<file path="src/rtl/mem_port_arbiter.sv">
// Arbiter that shares the single 128-bit memory port between the I-cache and the D-cache.
// It issues one registered request at a time and counts per-client wait cycles.
module mem_port_arbiter #(
  parameter int CNT_W = 16
) (
  input  logic             clk,
  input  logic             proc_reset,
  input  logic             i_mem_read,
  input  logic [27:0]      i_mem_addr,
  output logic [127:0]     i_mem_rdata,
  output logic             i_mem_ready,
  input  logic             d_mem_read,
  input  logic             d_mem_write,
  input  logic [27:0]      d_mem_addr,
  input  logic [127:0]     d_mem_wdata,
  output logic [127:0]     d_mem_rdata,
  output logic             d_mem_ready,
  output logic             mem_read,
  output logic             mem_write,
  output logic [27:0]      mem_addr,
  output logic [127:0]     mem_wdata,
  input  logic [127:0]     mem_rdata,
  input  logic             mem_ready,
  output logic [CNT_W-1:0] i_wait_cnt,
  output logic [CNT_W-1:0] d_wait_cnt
);

  localparam logic [1:0] IDLE   = 2'd0;
  localparam logic [1:0] BUSY_I = 2'd1;
  localparam logic [1:0] BUSY_D = 2'd2;
  localparam logic [1:0] GAP    = 2'd3;

  logic [1:0]       r_state;
  logic             r_last_d;
  logic             r_mem_read;
  logic             r_mem_write;
  logic [27:0]      r_mem_addr;
  logic [127:0]     r_mem_wdata;
  logic [CNT_W-1:0] r_i_wait;
  logic [CNT_W-1:0] r_d_wait;

  logic w_i_req;
  logic w_d_req;
  logic w_grant_i;
  logic w_grant_d;

  assign w_i_req   = i_mem_read;
  assign w_d_req   = d_mem_read | d_mem_write;
  // On a tie the client not served last wins; r_last_d=1 means the D-cache was last.
  assign w_grant_i = w_i_req & (~w_d_req | r_last_d);
  assign w_grant_d = w_d_req & ~w_grant_i;

  always_ff @(posedge clk) begin
    if (proc_reset) begin
      r_state     <= IDLE;
      r_last_d    <= 1'b1;
      r_mem_read  <= 1'b0;
      r_mem_write <= 1'b0;
      r_mem_addr  <= '0;
      r_mem_wdata <= '0;
    end else begin
      case (r_state)
        IDLE: begin
          if (w_grant_i) begin
            r_state     <= BUSY_I;
            r_last_d    <= 1'b0;
            r_mem_read  <= 1'b1;
            r_mem_write <= 1'b0;
            r_mem_addr  <= i_mem_addr;
            r_mem_wdata <= '0;
          end else if (w_grant_d) begin
            // A simultaneous read+write from the D-cache is issued as a write only.
            r_state     <= BUSY_D;
            r_last_d    <= 1'b1;
            r_mem_read  <= d_mem_read & ~d_mem_write;
            r_mem_write <= d_mem_write;
            r_mem_addr  <= d_mem_addr;
            r_mem_wdata <= d_mem_wdata;
          end
        end
        BUSY_I, BUSY_D: begin
          if (mem_ready || (r_state == BUSY_I ? !w_i_req : !w_d_req)) begin
            r_state     <= GAP;
            r_mem_read  <= 1'b0;
            r_mem_write <= 1'b0;
            r_mem_addr  <= '0;
            r_mem_wdata <= '0;
          end
        end
        default: begin
          r_state     <= IDLE;
          r_mem_read  <= 1'b0;
          r_mem_write <= 1'b0;
          r_mem_addr  <= '0;
          r_mem_wdata <= '0;
        end
      endcase
    end
  end

  // Wait counters saturate at all-ones and only reset clears them.
  always_ff @(posedge clk) begin
    if (proc_reset) begin
      r_i_wait <= '0;
      r_d_wait <= '0;
    end else begin
      if (w_i_req && (r_state != BUSY_I) && (r_i_wait != '1))
        r_i_wait <= r_i_wait + CNT_W'(1);
      if (w_d_req && (r_state != BUSY_D) && (r_d_wait != '1))
        r_d_wait <= r_d_wait + CNT_W'(1);
    end
  end

  assign i_mem_ready = (r_state == BUSY_I) & mem_ready;
  assign d_mem_ready = (r_state == BUSY_D) & mem_ready;
  assign i_mem_rdata = mem_rdata;
  assign d_mem_rdata = mem_rdata;
  assign mem_read    = r_mem_read;
  assign mem_write   = r_mem_write;
  assign mem_addr    = r_mem_addr;
  assign mem_wdata   = r_mem_wdata;
  assign i_wait_cnt  = r_i_wait;
  assign d_wait_cnt  = r_d_wait;

endmodule

</file>
<file path="config.mk">
export PLATFORM = sky130hd
export DESIGN_NAME = mem_port_arbiter
export DESIGN_NICKNAME = d
export VERILOG_FILES = /design/src/rtl/mem_port_arbiter.sv
export SDC_FILE = /design/constraint.sdc
export NUM_CORES = 1
export LEC_CHECK = 0
export CAP_MARGIN = 20
export CORE_AREA = 2 2 294 296
export DETAILED_ROUTE_END_ITERATION = 16
export DIE_AREA = 0 0 296 298
export GPL_ROUTABILITY_DRIVEN = 0
export PLACE_DENSITY = 0.34
export SLEW_MARGIN = 20
export SYNTH_ARGS = -nofsm -noshare
export SYNTH_HDL_FRONTEND = slang
export SYNTH_SLANG_ARGS = --single-unit
</file>
<file path="constraint.sdc">
create_clock -name clk -period 2 [get_ports clk]
set_clock_uncertainty 0.05 [all_clocks]
set_input_delay 0.4 -clock clk [delete_from_list [all_inputs] [get_ports clk]]
set_output_delay 0.4 -clock clk [all_outputs]
set_load 0.02 [all_outputs]
</file>
# ---- Word-level counts from Yosys, hierarchy flattened
# Cells that the tools add are included.
dict set report totals {
  inputBits 318
  out_inout_bits 448
  register_bits 193
}
dict set report op_classes {
  muxes 22
  reduce_logical 12
  n_eq_ne 8
  n_bitwise 10
  add_sub_neg 2
}
# operator count
set op_table {}
lappend op_table {{$mux 128} 3}
lappend op_table {{$pmux 128 s2} 1}
lappend op_table {{$mux 28} 3}
lappend op_table {{$pmux 28 s2} 1}
lappend op_table {{$add 16x1->16 const B} 2}
lappend op_table {{$ne 16x16->1 const B} 2}
lappend op_table {{$mux 1} 8}
lappend op_table {{$mux 2} 3}
lappend op_table {{$and 1x1->1} 5}
lappend op_table {{$logic_and 1x1->1} 4}
lappend op_table {{$ne 2x2->1 const B} 2}
lappend op_table {{$pmux 1 s2} 2}
lappend op_table {{$pmux 2 s2} 1}
lappend op_table {{$reduce_and 2->1} 2}
lappend op_table {{$ne 3x3->1 const B} 1}
lappend op_table {{$not 1->1} 3}
lappend op_table {{$eq 2x1->1 const B} 1}
lappend op_table {{$eq 2x2->1 const B} 1}
lappend op_table {{$logic_not 1->1} 2}
lappend op_table {{$logic_not 2->1} 1}
lappend op_table {{$ne 2x1->1 const B} 1}
lappend op_table {{$or 1x1->1} 2}
lappend op_table {{$reduce_bool 2->1} 1}
lappend op_table {{$reduce_or 2->1} 1}
lappend op_table {{$logic_or 1x1->1} 1}

# ---- Depth between registers and ports, before layout
dict set report depth {
  depth_word 9
  mapped_depth 9
}

# ---- Worst setup path before layout
# Ideal clock, no wire load.
dict set report synth_path {
  path_kind {reg2reg}
  from {register r_i_wait[0], in the netlist i_wait_cnt[0]}
  to {register r_i_wait[10], in the netlist i_wait_cnt[10]}
  arrival_ps 1976
  stages_incl_launch_ff 7
  setup_slack_ps -96
  setup_ps 70
  period_less_slack_ps 2096
  n_path_buf 1
  required_ps 1880
  cell_sequence {dfxtp_1 > ha_1 > nand4_1 > or2_2 > clkbuf_1 > or4_1 > a21oi_1}
}
dict set report synth_via {
  elab_chain_cells 2
  word_cells_on_any_way 3
}
# item line
set synth_lines {}
lappend synth_lines {{start: declaration} 39} ;# logic [CNT_W-1:0] r_i_wait;
lappend synth_lines {{start signal: assignment} 108} ;# r_i_wait <= r_i_wait + CNT_W'(1);
lappend synth_lines {{parallel branches: the longest is 2 deep, another holds $add 16x1->16} -}
# Several ways; the timed one is not identified.
# A chain may end at the register's enable or synchronous reset.

# ---- Worst setup path after layout
dict set report layout_path {
  from {register r_state[1]}
  to {register r_mem_addr[23], in the netlist mem_addr[23]}
}
dict set report layout_via {
  elab_chain_cells 5
  word_cells_on_any_way 10
}
# item line
set layout_lines {}
lappend layout_lines {{start: declaration} 33} ;# logic [1:0] r_state;
lappend layout_lines {{start signal: assignment} 55} ;# r_state <= IDLE;
lappend layout_lines {{start signal: assignment} 65} ;# r_state <= BUSY_I;
lappend layout_lines {{start signal: assignment} 73} ;# r_state <= BUSY_D;
lappend layout_lines {{$eq 2x1->1} {62, 82}}
lappend layout_lines {{$mux 1} 82} ;# if (mem_ready || (r_state == BUSY_I ? !w_i_req : !w_d_req)) begin
lappend layout_lines {{$logic_or 1x1->1} 82}
lappend layout_lines {{$ne 2x2->1 (no source line)} -}
lappend layout_lines {{$reduce_and 2->1 (no source line)} -}
lappend layout_lines {{end signal: assignment} 69} ;# r_mem_addr <= i_mem_addr;
lappend layout_lines {{end signal: assignment} 77} ;# r_mem_addr <= d_mem_addr;
lappend layout_lines {{end: declaration} 37} ;# logic [27:0] r_mem_addr;
# Parallel ways exist; a longest one is shown, timed or not.

==> results.txt <==
Kind of cell adding the most delay to the critical path: compound AO/OA/AOI/OAI gates. The H-tree was split into 4 levels. In this run, placement finished with an instance count of 2355. The Yosys step of the flow raised 0 warnings. Setup violations remaining at the end of the flow were counted as 85.

The final-layout worst hold slack is 0.225 ns, and the initial cell density of the core is 10.9%. The tool flagged a number of max-cap violations equal to 0. The total global-route track usage is 9.66%. The flow ran to the end, but the final reports show violations. The maximum fanout encountered on the critical timing path was 7. CTS saw 193 sinks. For this block, the routed nets add up to 44600 um of wire. The slowest stage of the critical path belongs to the cell dfxtp_2.

Counting flops with a built-in enable in the synthesized netlist gives 0. The ratio of final minimum period to clock period is 103%. The die covers 88200 um^2. The logs give 2.34 ns for the required time at the endpoint of the critical path and 0 for the number of max-slew violations in the final report. The post-route netlist has 25.2% of its cells at a drive strength greater than 1. For this run, the leading register cell type out of synthesis is dfxtp_1.

After detailed routing, the number of vias per cell comes to 3.45. The area growth from synthesis to layout is 67.5%. Timing analysis after detailed placement gives a worst setup slack of -0.679 ns. Setup repair after global routing could not meet its margin everywhere. The worst supply voltage drop on vdd is 0.652 mV.

Endpoint type of the worst setup path: a register. For this run, the slowest stage of the critical path takes 0.36 ns. Global-route wire length before repair: 61100 um. Once layout is complete, the cells apart from fillers number 2411. The checks that failed: setup timing.

The logs give 48 for the largest net degree at the start of global routing and 0 for the final antenna-violating net count. The tools report the detailed placer's ending HPWL as 30700 um. The height of the chip came out at 298 um. The critical path is of the register to register type. For the top-level port count, the log shows 766.

buf_4 is the most common cell in the netlist. For this design the ratio of total power to cell area is 1130 nW/um^2. For this block, the initial DRC count from the detailed router was 268. The synthesized instance count is 1054. The mapped cell area was 9260 um^2; the setup slack of the critical path after layout was -0.0625 ns. After synthesis, the cell types taking the most area are dfxtp_1, buf_4, a22oi_1. TritonCTS built the clock tree. Summed over all layers, the global routing overflow is 0. The maximum clock rate is 485 MHz, and the number of vias in the routed layout is 8311.

No sink is reached through more buffers than the 2 on the longest clock path. The netlist uses 48 different library cells. The initialized floorplan defines 107 standard-cell rows. The logs give 17 for the number of buffers created by CTS and 84900 um^2 for the area of the placeable core.

The tools report the fraction of the yosys area taken by sequential cells as 41.7%. The layout filler cell count was 9426. The count of hold-fix buffers inserted at cts was 0.

The min-delay analysis places its worst path in the category primary input to register. The run gives 1378 as the synthesized net count. After synthesis the netlist holds a flip-flop and latch count of 193.

The mean cell area of the mapped netlist is 8.78 um^2. The die outline width came out at 296 um. In the synthesized netlist the async set-or-reset flop fraction comes to 0%. The transition at the pin with the smallest max-transition slack works out to 0.461 ns. For the number of iterations in the first detailed-routing pass, the log shows 4. In the final routed layout, each cell accounts on average for 18.5 um. After synthesis, the largest area contributor takes up 41.7% of total cell area. Data on the critical path arrives at its endpoint at 2.40 ns. The number of buffers inserted by port buffering was 381; the clock slew at the register clock pins of the worst setup and hold paths was 0.08 ns.

Cell type with the largest total area after synthesis: dfxtp_1. The buffer and inverter count on the worst path is 3. The run gives 8663 as the number of global-route vias before repair.

The tools report the final count of hold timing violations as 0. The run gives 2 as the initial antenna violation count. In the routed design, unresolved DRC markers number 0. The tools report the post-layout net count as 1578. The cell at the root of the clock tree was clkbuf_16.

The analysis attributes to cell leakage a power of 6.61 nW. The antenna diode count was 0. STA classifies the critical path startpoint as a register.

The worst path needs 2.06 ns of the cycle, external delays included. Measured against its own limit, the worst slew margin works out to 69.0%. Traced cell by cell, the critical path runs through inv_4 -> ha_4 -> or3_4 -> a31o_4 -> buf_16 -> buf_12 -> a221oi_4 -> nor3_1. By count the netlist is led by buf_4, dfxtp_1, nor2_1. Insertion delay of the later-clocked pin in the worst-skew pair: 0.50 ns.
layout make-up:
| cell class | instances | area [um^2] | area share, % |
|---|---|---|---|
| multi-input cells | 529 | 4080 | 26.3 |
| inverters | 9 | 38.8 | 0.250 |
| flip-flops and latches | 193 | 3870 | 25.0 |
| repair buffers | 504 | 5480 | 35.4 |
| well taps | 1144 | 1430 | 9.23 |
| clock inverters | 14 | 164 | 1.06 |
| clock buffers | 18 | 439 | 2.83 |
cell usage in the layout (no fill, tap or decap), types with 3 or more instances in the layout:
cell,Yosys,final
clkdlybuf4s50_1,0,225
dfxtp_1,193,188
nor2_1,176,176
dlygate4sd2_1,0,96
a22oi_2,0,90
buf_4,257,62
dlymetal6s2s_1,0,57
a22oi_1,129,39
nor3_1,41,39
clkbuf_16,0,25
buf_12,0,20
a21oi_1,20,19
a221oi_2,0,18
buf_6,0,16
o31ai_1,11,11
nand2_1,12,11
a221oi_4,0,10
nand3_1,10,10
or4_1,12,10
buf_8,0,10
buf_16,0,9
nor2b_1,10,8
nand4_1,7,7
inv_1,9,7
mux2_2,7,7
nand2b_1,4,4
a31oi_1,5,4
nor4_1,6,4
inv_6,0,4
inv_8,0,4
dfxtp_2,0,4
and3_1,3,3
and4_1,3,3
o211ai_1,3,3
o21ai_0,4,3
a211oi_1,3,3
or4_4,1,3
ha_4,0,3
per-stage QoR:
stage	utilization (%)	power (mW)	setup TNS [ns]	cell area [um^2]
2_1_floorplan	-	8.65	0	9280
3_3_place_gp	15.6	11.7	-71.72	13300
3_5_place_dp	15.6	11.7	-72.39	13300
4_1_cts	17.1	17.1	-14.73	14600
5_1_grt	18.3	18.6	-12.06	15500
6_report	18.3	17.5	-1.92	15500
flip-flops by register name (all words and copies together), names as in the netlist:
| register | count |
|---|---|
| d_wait_cnt | 16 |
| i_wait_cnt | 16 |
| mem_addr | 28 |
| mem_read | 1 |
| mem_wdata | 128 |
| mem_write | 1 |
| r_last_d | 1 |
| r_state | 2 |
what timing repair did:
action                                  4_1_cts  5_1_grt
gates cloned                                 11        9
pin swaps                                     7       92
setup buffers                                11        3
endpoints found under the setup margin      256      213
gates resized for setup                     173      210
layer usage:
metal	track usage, %	part of all wire, %	wire length (um)
met5	0.499	0.13	60
met3	4.92	11	4760
met1	9.95	37	16400
met2	15.6	48	21300
met4	5.82	4.8	2150
logic make-up after synthesis:
family,after synthesis,share of synthesized area [%]
multiplexers,9,1.07
buffers and inverters,332,24.1
flip-flops,193,41.7
AO/OA/AOI/OAI,216,17.4
XOR/XNOR,1,0.0946
AND/OR/NAND/NOR,297,14.8
adder cells (fa/ha/maj),6,0.811
where the power goes:
part           switching (mW)  total (mW)  internal (mW)
clock network            1.97        3.80           1.82
registers               0.460        5.03           4.57
logic                    4.41        8.68           4.27
total                    6.84        17.5           10.7
worst paths after layout:
| kind | start | to | slack [ns] | cells after the start |
|---|---|---|---|---|
| worst max-delay path | r_state[1] | mem_addr[23] | -0.06 | 8 |
| worst min-delay path | proc_reset | d_wait_cnt[15] | 0.23 | 2 |
| worst max register to register | r_state[1] | mem_addr[23] | -0.06 | 8 |
| worst min register to register | mem_addr[26] | mem_addr[26] | 0.44 | 2 |
Power figures use the tool's default switching activity.
